--- config.mk ---
export PLATFORM = sky130hd
export DESIGN_NAME = multicycle_control
export DESIGN_NICKNAME = d
export VERILOG_FILES = /design/src/rtl/mc_ctrl_pkg.sv /design/src/rtl/mc_alu_decoder.sv /design/src/rtl/multicycle_control.sv
export SDC_FILE = /design/constraint.sdc
export NUM_CORES = 1
export LEC_CHECK = 0
export BUFFER_PORTS_ARGS = -buffer_cell sky130_fd_sc_hd__buf_2
export CAP_MARGIN = 40
export CORE_ASPECT_RATIO = 1.4
export CORE_UTILIZATION = 52
export DETAILED_ROUTE_END_ITERATION = 10
export MAX_ROUTING_LAYER = met4
export PLACE_DENSITY = 0.79
export SETUP_SLACK_MARGIN = 0.3
export SLEW_MARGIN = 20
export SYNTH_ARGS = -nofsm -noshare
export SYNTH_HDL_FRONTEND = slang
export SYNTH_SLANG_ARGS = --single-unit
--- constraint.sdc ---
create_clock -name clk -period 2.62 [get_ports clk]
set_input_delay 0.131 -clock clk [delete_from_list [all_inputs] [get_ports clk]]
set_output_delay 0.131 -clock clk [all_outputs]
set_load 0.1 [all_outputs]
--- src/rtl/mc_ctrl_pkg.sv ---
// Shared encodings for the multi-cycle controller: instruction fields,
// ALU operation codes, datapath select encodings, FSM states and the
// per-state control word.
package mc_ctrl_pkg;

    localparam logic [5:0] OP_RTYPE = 6'b000000;
    localparam logic [5:0] OP_LW    = 6'b100011;
    localparam logic [5:0] OP_SW    = 6'b101011;
    localparam logic [5:0] OP_BEQ   = 6'b000100;
    localparam logic [5:0] OP_ADDI  = 6'b001000;
    localparam logic [5:0] OP_J     = 6'b000010;
    localparam logic [5:0] OP_JAL   = 6'b000011;

    localparam logic [5:0] FN_ADD = 6'b100000;
    localparam logic [5:0] FN_SUB = 6'b100010;
    localparam logic [5:0] FN_AND = 6'b100100;
    localparam logic [5:0] FN_OR  = 6'b100101;
    localparam logic [5:0] FN_SLT = 6'b101010;
    localparam logic [5:0] FN_JR  = 6'b001000;

    localparam logic [3:0] ALU_AND = 4'b0000;
    localparam logic [3:0] ALU_OR  = 4'b0001;
    localparam logic [3:0] ALU_ADD = 4'b0010;
    localparam logic [3:0] ALU_SUB = 4'b0110;
    localparam logic [3:0] ALU_SLT = 4'b0111;

    localparam logic [1:0] DST_RT = 2'b00;
    localparam logic [1:0] DST_RD = 2'b01;
    localparam logic [1:0] DST_RA = 2'b10;

    localparam logic [1:0] WB_ALUOUT = 2'b00;
    localparam logic [1:0] WB_MDR    = 2'b01;
    localparam logic [1:0] WB_PC     = 2'b10;

    localparam logic       SRCA_PC = 1'b0;
    localparam logic       SRCA_A  = 1'b1;

    localparam logic [1:0] SRCB_B      = 2'b00;
    localparam logic [1:0] SRCB_FOUR   = 2'b01;
    localparam logic [1:0] SRCB_IMM    = 2'b10;
    localparam logic [1:0] SRCB_IMM_SH = 2'b11;

    localparam logic [1:0] PCS_ALU    = 2'b00;
    localparam logic [1:0] PCS_ALUOUT = 2'b01;
    localparam logic [1:0] PCS_JUMP   = 2'b10;
    localparam logic [1:0] PCS_A      = 2'b11;

    typedef enum logic [3:0] {
        S_FETCH,
        S_DECODE,
        S_MEM_ADDR,
        S_MEM_RD,
        S_MEM_WB,
        S_MEM_WR,
        S_EXEC_R,
        S_ALU_WB,
        S_EXEC_I,
        S_I_WB,
        S_BRANCH,
        S_JUMP,
        S_JAL,
        S_JR
    } state_t;

    // Raw control word for one state; ir_write/pc_write in FETCH are
    // qualified by mem_ready at the top level.
    typedef struct packed {
        logic       ir_write;
        logic       pc_write;
        logic       pc_write_cond;
        logic       i_or_d;
        logic       mem_read;
        logic       mem_write;
        logic       reg_write;
        logic [1:0] reg_dst;
        logic [1:0] mem_to_reg;
        logic       alu_src_a;
        logic [1:0] alu_src_b;
        logic [3:0] alu_ctrl;
        logic [1:0] pc_source;
    } ctrl_t;

    // Control word asserted while sitting in state s. r_alu is only
    // consulted for the R-type execute step.
    function automatic ctrl_t ctrl_for(state_t s, logic [3:0] r_alu);
        ctrl_t c;
        c = '0;
        case (s)
            S_FETCH: begin
                c.mem_read  = 1'b1;
                c.alu_src_a = SRCA_PC;
                c.alu_src_b = SRCB_FOUR;
                c.alu_ctrl  = ALU_ADD;
                c.pc_source = PCS_ALU;
                c.ir_write  = 1'b1;
                c.pc_write  = 1'b1;
            end
            S_DECODE: begin
                c.alu_src_a = SRCA_PC;
                c.alu_src_b = SRCB_IMM_SH;
                c.alu_ctrl  = ALU_ADD;
            end
            S_MEM_ADDR, S_EXEC_I: begin
                c.alu_src_a = SRCA_A;
                c.alu_src_b = SRCB_IMM;
                c.alu_ctrl  = ALU_ADD;
            end
            S_MEM_RD: begin
                c.mem_read = 1'b1;
                c.i_or_d   = 1'b1;
            end
            S_MEM_WB: begin
                c.reg_write  = 1'b1;
                c.reg_dst    = DST_RT;
                c.mem_to_reg = WB_MDR;
            end
            S_MEM_WR: begin
                c.mem_write = 1'b1;
                c.i_or_d    = 1'b1;
            end
            S_EXEC_R: begin
                c.alu_src_a = SRCA_A;
                c.alu_src_b = SRCB_B;
                c.alu_ctrl  = r_alu;
            end
            S_ALU_WB: begin
                c.reg_write  = 1'b1;
                c.reg_dst    = DST_RD;
                c.mem_to_reg = WB_ALUOUT;
            end
            S_I_WB: begin
                c.reg_write  = 1'b1;
                c.reg_dst    = DST_RT;
                c.mem_to_reg = WB_ALUOUT;
            end
            S_BRANCH: begin
                c.alu_src_a     = SRCA_A;
                c.alu_src_b     = SRCB_B;
                c.alu_ctrl      = ALU_SUB;
                c.pc_write_cond = 1'b1;
                c.pc_source     = PCS_ALUOUT;
            end
            S_JUMP: begin
                c.pc_write  = 1'b1;
                c.pc_source = PCS_JUMP;
            end
            S_JAL: begin
                c.pc_write   = 1'b1;
                c.pc_source  = PCS_JUMP;
                c.reg_write  = 1'b1;
                c.reg_dst    = DST_RA;
                c.mem_to_reg = WB_PC;
            end
            S_JR: begin
                c.pc_write  = 1'b1;
                c.pc_source = PCS_A;
            end
            default: ;
        endcase
        return c;
    endfunction

endpackage

--- src/rtl/mc_alu_decoder.sv ---
// R-type funct to ALU operation decode. valid is low for any funct the
// execute step cannot perform (jr is steered away before execute).
module mc_alu_decoder
    import mc_ctrl_pkg::*;
(
    input  logic [5:0] funct,
    output logic [3:0] alu_ctrl,
    output logic       valid
);

    // Map funct to an ALU code; unknown codes fall back to ADD, flagged invalid.
    always_comb begin
        alu_ctrl = ALU_ADD;
        valid    = 1'b1;
        case (funct)
            FN_ADD:  alu_ctrl = ALU_ADD;
            FN_SUB:  alu_ctrl = ALU_SUB;
            FN_AND:  alu_ctrl = ALU_AND;
            FN_OR:   alu_ctrl = ALU_OR;
            FN_SLT:  alu_ctrl = ALU_SLT;
            default: valid    = 1'b0;
        endcase
    end

endmodule

--- src/rtl/multicycle_control.sv ---
// Multi-cycle sequencing controller for the MIPS-subset datapath.
// Optional build macro MC_CTRL_PERF_EN adds cycle_count and instr_retired.
//
// state      | meaning
// -----------+--------------------------------------------------------
// FETCH      | read instruction at PC, PC <= PC+4 when memory is ready
// DECODE     | branch target into ALUOut, dispatch on opcode
// MEM_ADDR   | effective address A + imm
// MEM_RD     | load access, held until mem_ready
// MEM_WB     | MDR -> rt
// MEM_WR     | store access, held until mem_ready
// EXEC_R     | R-type ALU op from funct
// ALU_WB     | ALUOut -> rd
// EXEC_I     | addi: A + imm
// I_WB       | ALUOut -> rt
// BRANCH     | beq compare, PC <= ALUOut when zero
// JUMP       | PC <= jump target
// JAL        | PC <= jump target, PC -> RA_REG
// JR         | PC <= A
module multicycle_control
    import mc_ctrl_pkg::*;
#(
    parameter logic [4:0] RA_REG = 5'd31
) (
    input  logic        clk,
    input  logic        rst_n,
    input  logic [5:0]  opcode,
    input  logic [5:0]  funct,
    input  logic        zero,
    input  logic        mem_ready,
    output logic        pc_en,
    output logic        ir_write,
    output logic        i_or_d,
    output logic        mem_read,
    output logic        mem_write,
    output logic        reg_write,
    output logic [1:0]  reg_dst,
    output logic [1:0]  mem_to_reg,
    output logic        alu_src_a,
    output logic [1:0]  alu_src_b,
    output logic [3:0]  alu_ctrl,
    output logic [1:0]  pc_source,
    output logic        illegal
`ifdef MC_CTRL_PERF_EN
   ,output logic [31:0] cycle_count,
    output logic [31:0] instr_retired
`endif
);

    // The link register is selected by the datapath through reg_dst=10;
    // register 0 is hardwired and would silently drop the return address.
    if (RA_REG == 5'd0) begin : g_ra_reg_check
        $error("multicycle_control: RA_REG must not be register 0");
    end

    state_t     state;
    state_t     nxt;
    ctrl_t      ctl;
    logic       bad_exit;
    logic       illegal_q;
    logic [3:0] r_alu;
    logic       r_valid;

    mc_alu_decoder u_alu_dec (
        .funct    (funct),
        .alu_ctrl (r_alu),
        .valid    (r_valid)
    );

    // Next-state selection; bad_exit marks a return to FETCH on an unsupported encoding.
    always_comb begin
        nxt      = state;
        bad_exit = 1'b0;
        case (state)
            S_FETCH:    if (mem_ready) nxt = S_DECODE;
            S_DECODE: begin
                case (opcode)
                    OP_LW, OP_SW: nxt = S_MEM_ADDR;
                    OP_RTYPE:     nxt = (funct == FN_JR) ? S_JR : S_EXEC_R;
                    OP_ADDI:      nxt = S_EXEC_I;
                    OP_BEQ:       nxt = S_BRANCH;
                    OP_J:         nxt = S_JUMP;
                    OP_JAL:       nxt = S_JAL;
                    default: begin
                        nxt      = S_FETCH;
                        bad_exit = 1'b1;
                    end
                endcase
            end
            S_MEM_ADDR: nxt = (opcode == OP_LW) ? S_MEM_RD : S_MEM_WR;
            S_MEM_RD:   if (mem_ready) nxt = S_MEM_WB;
            S_MEM_WR:   if (mem_ready) nxt = S_FETCH;
            S_EXEC_R: begin
                if (r_valid) begin
                    nxt = S_ALU_WB;
                end else begin
                    nxt      = S_FETCH;
                    bad_exit = 1'b1;
                end
            end
            S_EXEC_I:   nxt = S_I_WB;
            default:    nxt = S_FETCH;
        endcase
    end

    // State register with the control word registered alongside the state it belongs to.
    always_ff @(posedge clk or negedge rst_n) begin
        if (!rst_n) begin
            state     <= S_FETCH;
            ctl       <= ctrl_for(S_FETCH, ALU_ADD);
            illegal_q <= 1'b0;
`ifdef MC_CTRL_PERF_EN
            cycle_count   <= '0;
            instr_retired <= '0;
`endif
        end else begin
            state     <= nxt;
            ctl       <= ctrl_for(nxt, r_alu);
            illegal_q <= bad_exit;
`ifdef MC_CTRL_PERF_EN
            cycle_count <= cycle_count + 32'd1;
            if ((state != S_FETCH) && (nxt == S_FETCH) && !bad_exit) begin
                instr_retired <= instr_retired + 32'd1;
            end
`endif
        end
    end

    // FETCH only commits IR and PC+4 in the cycle memory returns the word;
    // reset masks them so nothing loads while rst_n is low.
    assign ir_write   = rst_n & ctl.ir_write & mem_ready;
    assign pc_en      = rst_n & ((ctl.pc_write & (mem_ready | (state != S_FETCH)))
                                | (ctl.pc_write_cond & zero));
    assign i_or_d     = ctl.i_or_d;
    assign mem_read   = ctl.mem_read;
    assign mem_write  = ctl.mem_write;
    assign reg_write  = ctl.reg_write;
    assign reg_dst    = ctl.reg_dst;
    assign mem_to_reg = ctl.mem_to_reg;
    assign alu_src_a  = ctl.alu_src_a;
    assign alu_src_b  = ctl.alu_src_b;
    assign alu_ctrl   = ctl.alu_ctrl;
    assign pc_source  = ctl.pc_source;
    assign illegal    = illegal_q;

endmodule

==> impl_metrics.toml, run 1 <==
[logic_synthesis]
synth_compound_area_share_pct = 20.4
synth.ff_latch_count = 23
synthXorXnorAreaFrac_pct = 1.27
synthesis.nets = 156
synthesis.area_sq_um = 1380
synth_warnings = 0
ys_types = 50
synth-simple-area-share_pct = 26.2
synth_edf_count = 0
synth-main-ff-cell = "dfrtp_1"
synth.area.mux_share_pct = 0
synthCells = 140
synth_fa_ha_area_share_pct = 0
async_flop_share_pct = 100
ys_seq_area_share_pct = 42.3
avgSynthCellArea_sq_um = 9.82
synth_top_family_by_area = "simple AND/OR/NAND/NOR gates"

[worst_setup_path]
cp-end-kind = "flop"
worst_path_max_delay_cell = "dfrtp_1"
crit_path_start_kind = "flop"
crit_family = "simple AND/OR/NAND/NOR gates"
path_max_fanout = 11
ff2ff_setup_slack_ps = 440
r2r_end = "pc_source[0]"
crit_chain = "or3_4, o31ai_4, o2111ai_4, or3_4, nand2b_4, a21oi_2"
path_common_cell = "or3_4"
path_class = "flop to flop"
path_buf_inv = 0
regToRegStartpoint = "state[0]"
arrival_ps = 2430
crit_required_ps = 2870
reg2reg_depth = 6
slowest_delay_ps = 520

[grt]
grt_pass1_vias = 1006
grt_util_met1_pct = 30.0
grt-ovfl-total = 0
grt-busiest-layer = "met2"
antenna_found_initial = 0
grt_pass1_wl_mm = 4.90
grtUsageTotal_pct = 23.8
grt_util_met2_pct = 37.9
grt_start_max_net_pins = 26
grt_use_met3_pct = 2.60

[drt]
vias = 1166
ant_nets = 0
wire_per_inst_um = 15.2
vias_per_cell = 5.89
drc = 0
dr.pass1.iters = 4
wirelength_mm = 3.02
first_iter_violations = 38

[hold_path]
whs_path_depth = 3
worstHoldEndpoint = "mem_to_reg[0]"
min-delay-start = "mem_ready"
hp-class = "input port to flop"

[floorplan]
die_area_sq_um = 2860
rows = 21
die_h_um = 62.8
core-area_sq_um = 2440
io_pins = 36
die_width_um = 45.5
start_util_pct = 56.3

[timing]
finalMaxSlewViolations = 0
finClkSkew_ps = 4.18
rsz0062_at_grt = "no"
hold_viol_final = 0
min_period_ps = 2180
fin_ws_ps = 441
fmax_ghz = 0.459
period_share_pct = 83.2
setup_tns_ps = 0
worst_pin_slew_ps = 555
slew_headroom_pct = 63.0
setup_viol = 0

[layout]
mostFrequentLayoutCell = "buf_2"
utilization_pct = 62.2
area_growth_pct = 10.5
regMostFlops = "state"
diodes = 0
mostFrequentLayoutCells = "34 x buf_2, 18 x dfrtp_1, 14 x nor2_1"
largest_register_ff_count = 4
nets = 181
final_layout_size_suffix_gt1_share_pct = 34.8

[clock_network]
cts_root_buffer = "clkbuf_4"
cts_tree = "yes"
clkTransAtPathRegs_ps = 120
cts_buffer_depth = 2
h-tree-depth = 1
clk_latency_ps = 310
cts_sinks = 23
postCtsSetupRepairBufs = 0
numCtsBuffers = 3

[placed_design]
pre_cts_slack_ps = 484
finalWeightedCongestion = 0.931
place.port_buffers = 34
post-dp-hpwl_mm = 2.32

[power_and_ir_drop]
irDropWorstVdd_mv = 0.431
power_density_nw_per_um2 = 736
leakage_nw = 0.690

[run]
drv_cap = 0

[outcome]
run_status = "finished clean"
-- through the flow --
stage,cell area (sq um),instances,hold WS [ps],power [mW]
2_1_floorplan,1380,140,-165,0.886
4_1_cts,1520,198,129,1.12
5_1_grt,1520,198,151,1.16
6_report,1520,198,135,1.12
3_5_place_dp,1480,193,129,0.959
3_3_place_gp,1480,193,118,0.951
-- synthesized netlist by cell type (all sizes together), types with 3 or more instances --
| library cell | instances | area (sq um) |
|---|---|---|
| o21ai | 4 | 20.0 |
| dfstp | 5 | 131 |
| nor2b | 6 | 37.5 |
| nor4b | 3 | 32.5 |
| nand3 | 4 | 20.0 |
| nand2b | 8 | 57.6 |
| dfrtp | 18 | 450 |
| nor3 | 4 | 20.0 |
| a21oi | 8 | 43.8 |
| or3 | 4 | 35.0 |
| inv | 4 | 15.0 |
| nor2 | 14 | 52.6 |
| nand2 | 6 | 22.5 |
| buf | 16 | 116 |
| o22ai | 3 | 18.8 |
-- worst register-to-register path: cells and delay by family, from the launching register on --
family	cells	cell delay, ps
DFF	1	520
AOI/OAI and AO/OA	3	540
and+or+nand+nor	3	1050
-- where the power goes --
part           switching [mW]  internal, mW  total [mW]
Sequential             0.0321         0.417       0.449
Clock                   0.104        0.0571       0.161
Combinational           0.391         0.117       0.508
-- timing repair --
| item | in CTS | in global routing |
|---|---|---|
| setup endpoints to repair | 0 | 1 |
| hold endpoints to repair | 18 | 0 |
| gates resized for setup | 0 | 1 |
| hold buffers | 1 | 0 |
-- logic make-up (layout without fill, tap and decap cells) --
| logic type | after synthesis | count (layout) |
|---|---|---|
| AOI/OAI and AO/OA | 34 | 34 |
| other | 1 | 1 |
| buffers and inverters | 20 | 44 |
| xor gates and xnor gates | 2 | 2 |
| DFF | 23 | 23 |
| and+or+nand+nor | 60 | 60 |
-- layout make-up --
cell class | count | area (sq um)
Inverter | 4 | 15.0
Sequential cell | 23 | 582
Clock inverter | 1 | 5.00
Timing Repair Buffer | 36 | 188
Tap cell | 34 | 42.5
Multi-Input combinational cell | 97 | 664
Clock buffer | 3 | 22.5
Fill cell | 208 | 925
-- metal layers --
metal | wire length [um] | vias to the layer above
met5 | 0 | -
met4 | 55 | 0
met3 | 177 | 7
met2 | 1600 | 61
met1 | 1190 | 547
li1 | - | 551
-- worst max-delay path by stage --
| stage | cells after the start | startpoint | to |
|---|---|---|---|
| 2_1_floorplan | 5 | state[3] | pc_en |
| 3_3_place_gp | 6 | state[0] | pc_source[0] |
| 3_5_place_dp | 6 | state[0] | pc_source[0] |
| 4_1_cts | 6 | state[0] | pc_source[0] |
| 5_1_grt | 6 | state[0] | pc_source[0] |
| 6_report | 6 | state[0] | pc_source[0] |
No activity file was read; power rests on OpenSTA's default activity.
==> run 2: changes to the inputs <==
--- a/config.mk
+++ b/config.mk
@@ -8,10 +8,10 @@
 export BUFFER_PORTS_ARGS = -buffer_cell sky130_fd_sc_hd__buf_2
 export CAP_MARGIN = 40
 export CORE_ASPECT_RATIO = 1.4
-export CORE_UTILIZATION = 52
+export CORE_UTILIZATION = 47
 export DETAILED_ROUTE_END_ITERATION = 10
 export MAX_ROUTING_LAYER = met4
-export PLACE_DENSITY = 0.79
+export PLACE_DENSITY = 0.75
 export SETUP_SLACK_MARGIN = 0.3
 export SLEW_MARGIN = 20
 export SYNTH_ARGS = -nofsm -noshare
==> constraint.sdc (replaced) <==
create_clock -name clk -period 1.8 [get_ports clk]
set_input_delay 0.09 -clock clk [delete_from_list [all_inputs] [get_ports clk]]
set_output_delay 0.09 -clock clk [all_outputs]
set_load 0.1 [all_outputs]
==> impl_metrics.toml, run 2 (synthesized netlist as in run 1, its figures left out) <==
[timing]
hold_viol_final = 0
rsz0062_at_grt = "yes"
period_share_pct = 113
fmax_ghz = 0.493
min_period_ps = 2030
fin_ws_ps = -230
setup_tns_ps = -2030
finClkSkew_ps = 5.30
finalMaxSlewViolations = 0
setup_viol = 17

[worst_setup_path]
path_class = "flop to flop"
path_max_fanout = 6
crit_path_start_kind = "flop"
crit_required_ps = 2060
cp-end-kind = "flop"
arrival_ps = 2290

[drt]
vias = 1450
wirelength_mm = 4.54
vias_per_cell = 5.73
wire_per_inst_um = 18.0
drc = 0
first_iter_violations = 50
dr.pass1.iters = 4
ant_nets = 0

[power_and_ir_drop]
leakage_nw = 1.01
power_density_nw_per_um2 = 937
finalPower_mw = 2.08
irDropWorstVdd_mv = 0.588

[grt]
grt_pass1_wl_mm = 6.27
grt_pass1_vias = 1368
grt_start_max_net_pins = 19
antenna_found_initial = 0
grtUsageTotal_pct = 28.9
grt-ovfl-total = 0

[layout]
stdcell_count = 253
nets = 234
utilization_pct = 82.1
mostFrequentLayoutCell = "buf_4"
regMostFlops = "state"
fillers = 157
largest_register_ff_count = 4
fin_area_sq_um = 2220
diodes = 0
final_layout_size_suffix_gt1_share_pct = 65.4
mostFrequentLayoutCells = "37 x buf_4, 32 x buf_2, 17 x buf_6"
area_growth_pct = 61.1

[clock_network]
h-tree-depth = 1
clkTransAtPathRegs_ps = 130
cts_buffer_depth = 2
numCtsBuffers = 3
cts_sinks = 23
cts_root_buffer = "clkbuf_4"
clk_latency_ps = 320
cts_tree = "yes"

[floorplan]
rows = 22
io_pins = 36
core-area_sq_um = 2700
die_area_sq_um = 3150
die_h_um = 66
die_width_um = 47.7
start_util_pct = 51.0

[outcome]
run_status = "complete, but fails checks"
violations = "setup timing"

[placed_design]
post-dp-hpwl_mm = 2.68
place.port_buffers = 34
dpl.cell_count = 227
finalWeightedCongestion = 0.990
placed_area_sq_um = 1730

[hold_path]
hp-class = "input port to flop"

[run]
drv_cap = 0
## run 2: what timing repair did
action,CTS,global route
resized for setup,40,24
hold buffers,1,0
endpoints found under the hold margin,19,0
setup buffers,13,8
setup endpoints to repair,20,21
pin swaps,7,12
## run 2: worst paths after layout
path | cells past startpoint | endpoint | slack [ps] | startpoint
hold / removal | 3 | alu_ctrl[0] | 160 | funct[0]
min in group asynchronous | 2 | state[0] | 200 | rst_n
setup reg to reg | 6 | ctl[17] | -230 | state[0]
max in group asynchronous | 3 | alu_src_b[0] | 980 | rst_n
setup / recovery | 6 | ctl[17] | -230 | state[0]
hold reg to reg | 3 | illegal | 680 | state[1]
## run 2: metal layers
layer / global-route usage [%] / vias up / wire [um]
met3: 2.19 / 17 / 169
met1: 34.1 / 719 / 1730
met5: - / - / 0
li1: - / 653 / -
met4: 13.9 / 0 / 227
met2: 47.6 / 61 / 2420
## run 2: worst max-delay path: stages (launching register included)
cell and delay [ps]:
dfrtp_2 470, or3_4 430, o31ai_4 220, o2111ai_4 160, or3_4 410, nand2b_4 170, nor2_1 110
## run 2: metrics by stage
stage	hold slack [ps]	setup WS, ps
2_1_floorplan	-206	-157
6_report	156	-230
5_1_grt	153	-280
4_1_cts	160	-133
3_3_place_gp	-68.8	-110
3_5_place_dp	-59.8	-158
## run 2: area by class of cell
cell class,count,area (sq um),area share [%]
well taps,36,45.0,2.03
multi-input cells,97,875,39.5
repair buffers,89,667,30.1
inverters,4,17.5,0.791
flip-flops and latches,23,586,26.4
clock buffers,4,26.3,1.19
## run 2: power by group
| group | internal (mW) | leakage (nW) | switching, mW |
|---|---|---|---|
| Combinational | 0.442 | 0.700 | 0.740 |
| Clock | 0.0868 | 0.0150 | 0.163 |
| Sequential | 0.610 | 0.295 | 0.0352 |
